## src/rtl/jtopl_slot_ring_pkg.sv

```systemverilog
// Shared definitions for the recirculating slot ring.
//   STAGES_DEF : default number of slots in the ring
//   SW_DEF     : slot index width for the default ring size
//   W_* / R_*  : write / read request FSM state encodings
package jtopl_slot_ring_pkg;

  localparam int STAGES_DEF = 18;
  localparam int SW_DEF     = $clog2(STAGES_DEF);

  localparam logic [0:0] W_IDLE = 1'b0;
  localparam logic [0:0] W_WAIT = 1'b1;
  localparam logic [0:0] R_IDLE = 1'b0;
  localparam logic [0:0] R_WAIT = 1'b1;

endpackage

```

## src/rtl/jtopl_slot_ring_cnt.sv

```systemverilog
// Mod-STAGES slot counter. Advances one step per cen, wraps STAGES-1 -> 0.
//   rst  : async reset, active-high (counter -> 0)
//   clk  : clock
//   cen  : advance enable
//   slot : current slot index
module jtopl_slot_cnt
  import jtopl_slot_ring_pkg::*;
#(
  parameter int STAGES = STAGES_DEF,
  parameter int SW     = SW_DEF
) (
  input  logic          rst,
  input  logic          clk,
  input  logic          cen,
  output logic [SW-1:0] slot
);

  localparam logic [SW-1:0] LAST = SW'(STAGES - 1);

  always_ff @(posedge clk or posedge rst) begin
    if (rst)
      slot <= '0;
    else if (cen)
      slot <= (slot == LAST) ? '0 : slot + 1'b1;
  end

endmodule

```

## src/rtl/jtopl_slot_ring.sv

```systemverilog
// Recirculating time-multiplexed slot store. STAGES slots of WIDTH bits
// circulate one position per cen; the head value feeds back to the tail.
// Host ports inject (write) or capture (read) one slot when it passes the head.
//   rst, clk                  : async active-high reset, clock
//   cen                       : ring advance enable
//   slot, dout                : index and value of the slot now at the head
//   wr_req/wr_slot/wr_data    : write request (sampled when !wr_busy)
//   wr_busy/wr_ack/wr_err     : write pending / done pulse / out-of-range flag
//   rd_req/rd_slot            : read request (sampled when !rd_busy)
//   rd_busy/rd_valid/rd_data  : read pending / data pulse / captured value
module jtopl_slot_ring
  import jtopl_slot_ring_pkg::*;
#(
  parameter int   WIDTH  = 5,
  parameter int   STAGES = STAGES_DEF,
  parameter logic RSTVAL = 1'b0,
  parameter int   SW     = SW_DEF
) (
  input  logic             rst,
  input  logic             clk,
  input  logic             cen,
  output logic [SW-1:0]    slot,
  output logic [WIDTH-1:0] dout,
  input  logic             wr_req,
  input  logic [SW-1:0]    wr_slot,
  input  logic [WIDTH-1:0] wr_data,
  output logic             wr_busy,
  output logic             wr_ack,
  output logic             wr_err,
  input  logic             rd_req,
  input  logic [SW-1:0]    rd_slot,
  output logic             rd_busy,
  output logic             rd_valid,
  output logic [WIDTH-1:0] rd_data
);

  localparam logic [WIDTH-1:0] RVAL  = {WIDTH{RSTVAL}};
  localparam logic [SW:0]      NSLOT = (SW+1)'(STAGES);

  logic [WIDTH-1:0] ring [STAGES];
  logic [0:0]       wst, rst_q;
  logic [SW-1:0]    wr_slot_q, rd_slot_q;
  logic [WIDTH-1:0] wr_data_q;
  logic             inj, rhit, wr_oor, rd_oor;

  jtopl_slot_cnt #(.STAGES(STAGES), .SW(SW)) u_cnt (
    .rst  (rst),
    .clk  (clk),
    .cen  (cen),
    .slot (slot)
  );

  assign dout    = ring[STAGES-1];
  assign wr_busy = (wst == W_WAIT);
  assign rd_busy = (rst_q == R_WAIT);
  assign wr_oor  = {1'b0, wr_slot} >= NSLOT;
  assign rd_oor  = {1'b0, rd_slot} >= NSLOT;

  // Matches use the registered target, so a request accepted on the same
  // edge as a matching cen only hits on the next revolution.
  assign inj  = (wst == W_WAIT) && cen && (slot == wr_slot_q);
  assign rhit = (rst_q == R_WAIT) && cen && (slot == rd_slot_q);

  // ring[STAGES-1] is the head; ring[0] is the tail that receives the
  // recirculated head or the injected write value.
  always_ff @(posedge clk or posedge rst) begin
    if (rst) begin
      for (int i = 0; i < STAGES; i++) ring[i] <= RVAL;
    end else if (cen) begin
      ring[0] <= inj ? wr_data_q : ring[STAGES-1];
      for (int i = 1; i < STAGES; i++) ring[i] <= ring[i-1];
    end
  end

  always_ff @(posedge clk or posedge rst) begin
    if (rst) begin
      wst       <= W_IDLE;
      wr_slot_q <= '0;
      wr_data_q <= RVAL;
      wr_ack    <= 1'b0;
      wr_err    <= 1'b0;
    end else begin
      wr_ack <= 1'b0;
      wr_err <= 1'b0;
      if (wst == W_IDLE) begin
        if (wr_req) begin
          wr_slot_q <= wr_slot;
          wr_data_q <= wr_data;
          if (wr_oor) begin
            wr_ack <= 1'b1;
            wr_err <= 1'b1;
          end else begin
            wst <= W_WAIT;
          end
        end
      end else if (inj) begin
        wst    <= W_IDLE;
        wr_ack <= 1'b1;
      end
    end
  end

  // Capture happens from the pre-advance head, so a write landing on the
  // same slot in the same cen is not yet visible to the read.
  always_ff @(posedge clk or posedge rst) begin
    if (rst) begin
      rst_q     <= R_IDLE;
      rd_slot_q <= '0;
      rd_valid  <= 1'b0;
      rd_data   <= RVAL;
    end else begin
      rd_valid <= 1'b0;
      if (rst_q == R_IDLE) begin
        if (rd_req) begin
          rd_slot_q <= rd_slot;
          if (rd_oor) begin
            rd_valid <= 1'b1;
            rd_data  <= RVAL;
          end else begin
            rst_q <= R_WAIT;
          end
        end
      end else if (rhit) begin
        rst_q    <= R_IDLE;
        rd_valid <= 1'b1;
        rd_data  <= dout;
      end
    end
  end

endmodule

```

## config.mk

```make
export PLATFORM = sky130hd
export DESIGN_NAME = jtopl_slot_ring
export DESIGN_NICKNAME = d
export VERILOG_FILES = /design/src/rtl/jtopl_slot_ring_pkg.sv /design/src/rtl/jtopl_slot_ring_cnt.sv /design/src/rtl/jtopl_slot_ring.sv
export SDC_FILE = /design/constraint.sdc
export NUM_CORES = 1
export LEC_CHECK = 0
export CORE_ASPECT_RATIO = 0.75
export CORE_MARGIN = 1
export CORE_UTILIZATION = 60
export CTS_BUF_LIST = sky130_fd_sc_hd__clkbuf_4
export DETAILED_ROUTE_END_ITERATION = 12
export GPL_ROUTABILITY_DRIVEN = 0
export PLACE_DENSITY = 0.82
export REMOVE_ABC_BUFFERS = 1
export SETUP_SLACK_MARGIN = 0.5
export SLEW_MARGIN = 20
export SYNTH_ARGS = -nofsm -noshare
export SYNTH_HDL_FRONTEND = slang
export SYNTH_SLANG_ARGS = --single-unit
export TNS_END_PERCENT = 1
```

## constraint.sdc

```tcl
create_clock -name clk -period 4.5 [get_ports clk]
set_input_delay 0.45 -clock clk [delete_from_list [all_inputs] [get_ports clk]]
set_output_delay 0.45 -clock clk [all_outputs]
set_load 0.05 [all_outputs]
```

==> results.txt <==
Inserted Clock Buffers: 17
Clk sinks: 120
Met3 usage: 0.06612
VDD IR-drop max: 0.0004315 V
Hold crit path type: in2reg
IO buf count: 39
Async SR Flop Fraction: 1.000
Setup Viol. Count Final: 0
Crit-path slowest cell: clkdlybuf4s50_1
Initial antenna violation count: 0
Mapped Area: 4827 um^2
Synth unique cells: 31
Synth top area share: 0.6221
Lkg Pwr: 2.490 nW
CTS root buffer: clkbuf_4
Die Y: 79.68 um
Vias per cell: 5.453
First-pass GRT wire length: 12720 um
CP Cell Sequence: clkdlybuf4s50_1
Final setup TNS: 0 ns
Post-DP HPWL: 4889 um
Drt pass-1 iters: 4
Power after layout: 3.963 mW
Worst hold slack: 0.3611 ns
Max Fclk: 0.4214 GHz
Setup CP Type: reg2out
WP buf/inv: 1
Worst-path clk slew: 0.09 ns
Syn Inst Count: 352
# fillers: 514
# H-tree levels: 4
Max cap viols: 0
GR Util met2: 0.2934
Ys flop type: dfrtp_1
Worst Path Max Fanout: 10
Fraction of layout instances using a drive strength above 1: 0.3131
Vias in the first global route: 2685
Crit path arrival time: 1.92 ns
I/O pins: 40
Gr usage total: 0.2054
DR WL/cell: 14.95 um
DRT iter0 DRCs: 213
Hold path startpoint: cen
Mapped Avg Cell Area: 13.71 um^2
Yosys top cell by area: dfrtp_1
Die width: 105.6 um
Max Transition Viols Final: 0
Crit end category: output pin
Outcome: complete, no violations
Crit path max-delay family: buffers and inverters
GRT met1 Usage: 0.2836
Worst skew pair latency: 0.51 ns
Clk buf depth: 2
Synth Warn #: 0
Synth area leaders: dfrtp_1 62%, mux2_2 21%, nand2_1 2.8%, clkbuf_1 1.6%, o41a_1 1.2%
Hold Violations, Final: 0
Ant diodes: 0
PwrDens: 713.8 nW/um^2
Startpoint of the worst register-to-register path: u_cnt.slot[2]
Startpoint types: flip-flop
Post-layout minimum cycle time: 2.373 ns
Initial Util: 0.6379
RSZ-0062 raised after global routing: no
Part of the Yosys area used for sequential elements: 0.6221
Total die area: 8412 um^2
Seq cells post-synth: 120
WL final: 7430 um
Worst EP required: 4.05 ns
Postcts setup bufs: 0
Worst slew margin: 0.3385
Storage element area: 3003 um^2
Worst Skew: 0.01293 ns
Grt total ovfl: 0
Multi-input gate area: 1667 um^2
Remaining antenna violation count: 0
Site row count: 27
CTS tree: done
DR vias: 2710
Nets: 407
Synth-to-layout area growth: 15.01%
Most Used Layer, Global Route: met2
CP peak stage delay: 0.87 ns
Period utilization: 0.5274
Post-synth EDFFs: 0
Critical path launch point: rd_busy
Slew @ Worst Pin: 0.9902 ns
Area of the core: 7567 um^2
Cts hold-fix bufs: 0
Post-cts repair resize count: 0
DRC Markers: 0
Largest net degree at the start of global routing: 89
-- per-stage QoR --
stage	worst slack [ns]	std cells	cell area [um^2]	util
5_1_grt	2.033	497	5552	0.7336
6_report	2.127	497	5552	0.7336
3_3_place_gp	2.367	467	5231	0.6913
3_5_place_dp	2.338	467	5231	0.6913
4_1_cts	2.074	497	5549	0.7333
2_1_floorplan	0.8642	325	4700	-
-- state kept, by name (all words and copies together), names as in the netlist, 5 cells and up --
signal / count
ring: 85
dout: 5
rd_data: 5
rd_slot_q: 5
u_cnt.slot: 5
wr_data_q: 5
wr_slot_q: 5
-- cells in the mapped netlist (2+ instances only) --
master    count
a21oi_1       6
a22o_1        2
buf_4         5
clkbuf_1     20
dfrtp_1     120
ha_1          2
inv_1         8
mux2_2       91
mux2i_1       5
nand2_1      36
nand2b_1      3
nand4_1       3
nor2_1        8
nor2b_1       5
o21ai_0       6
o31ai_1       7
o41a_1        5
xnor2_1       4
xor2_1        4
-- power breakdown --
group	total, mW	internal, mW	switching [mW]	leakage, nW
sequential	1.89	1.58	0.314	1.47
clock	0.851	0.488	0.363	0.168
combinational	1.22	0.585	0.634	0.852
total	3.96	2.65	1.31	2.49
-- cell type report --
type / count / area share
Inverter: 8 / 0.006311
Multi-Input combinational cell: 197 / 0.3002
Clock inverter: 12 / 0.03291
Clock buffer: 18 / 0.02434
Timing Repair Buffer: 41 / 0.07257
Sequential cell: 120 / 0.5409
Tap cell: 101 / 0.02276
-- layer usage --
metal	up-vias	share of wire
met2	75	0.45
met5	-	0
met4	0	0.019
li1	1293	-
met1	1327	0.47
met3	15	0.058
-- worst paths after layout --
| kind | end | slack (ns) | depth (start not counted) |
|---|---|---|---|
| max in group asynchronous | u_cnt.slot[3] | 3.15 | 3 |
| setup / recovery | rd_busy | 2.13 | 1 |
| hold / removal | u_cnt.slot[4] | 0.36 | 2 |
| min in group asynchronous | ring[60] | 0.46 | 2 |
| setup reg to reg | rd_busy | 2.45 | 4 |
| hold reg to reg | dout[1] | 0.50 | 1 |
-- kinds of logic after synthesis --
family                     Yosys count  synth area share
buffers and inverters               35           0.03266
muxes                               96            0.2227
and+or+nand+nor                     61           0.05780
AOI/OAI and AO/OA                   30           0.04510
xor gates and xnor gates             8           0.01451
DFF                                120            0.6221
adders and majority gates            2          0.005183
-- placed cells by master (no fill, tap or decap), types with 3 or more instances in the layout --
master	count
dfrtp_1	120
mux2_2	91
clkdlybuf4s50_1	38
nand2_1	36
clkbuf_4	18
nor2_1	8
inv_1	7
o31ai_1	7
a21oi_1	6
o21ai_0	6
nor2b_1	5
o41a_1	5
mux2i_1	5
bufinv_16	5
xnor2_1	4
xor2_1	4
clkinv_1	4
nand2b_1	3
nand4_1	3
buf_4	3
(Power assumes the default switching activity.)
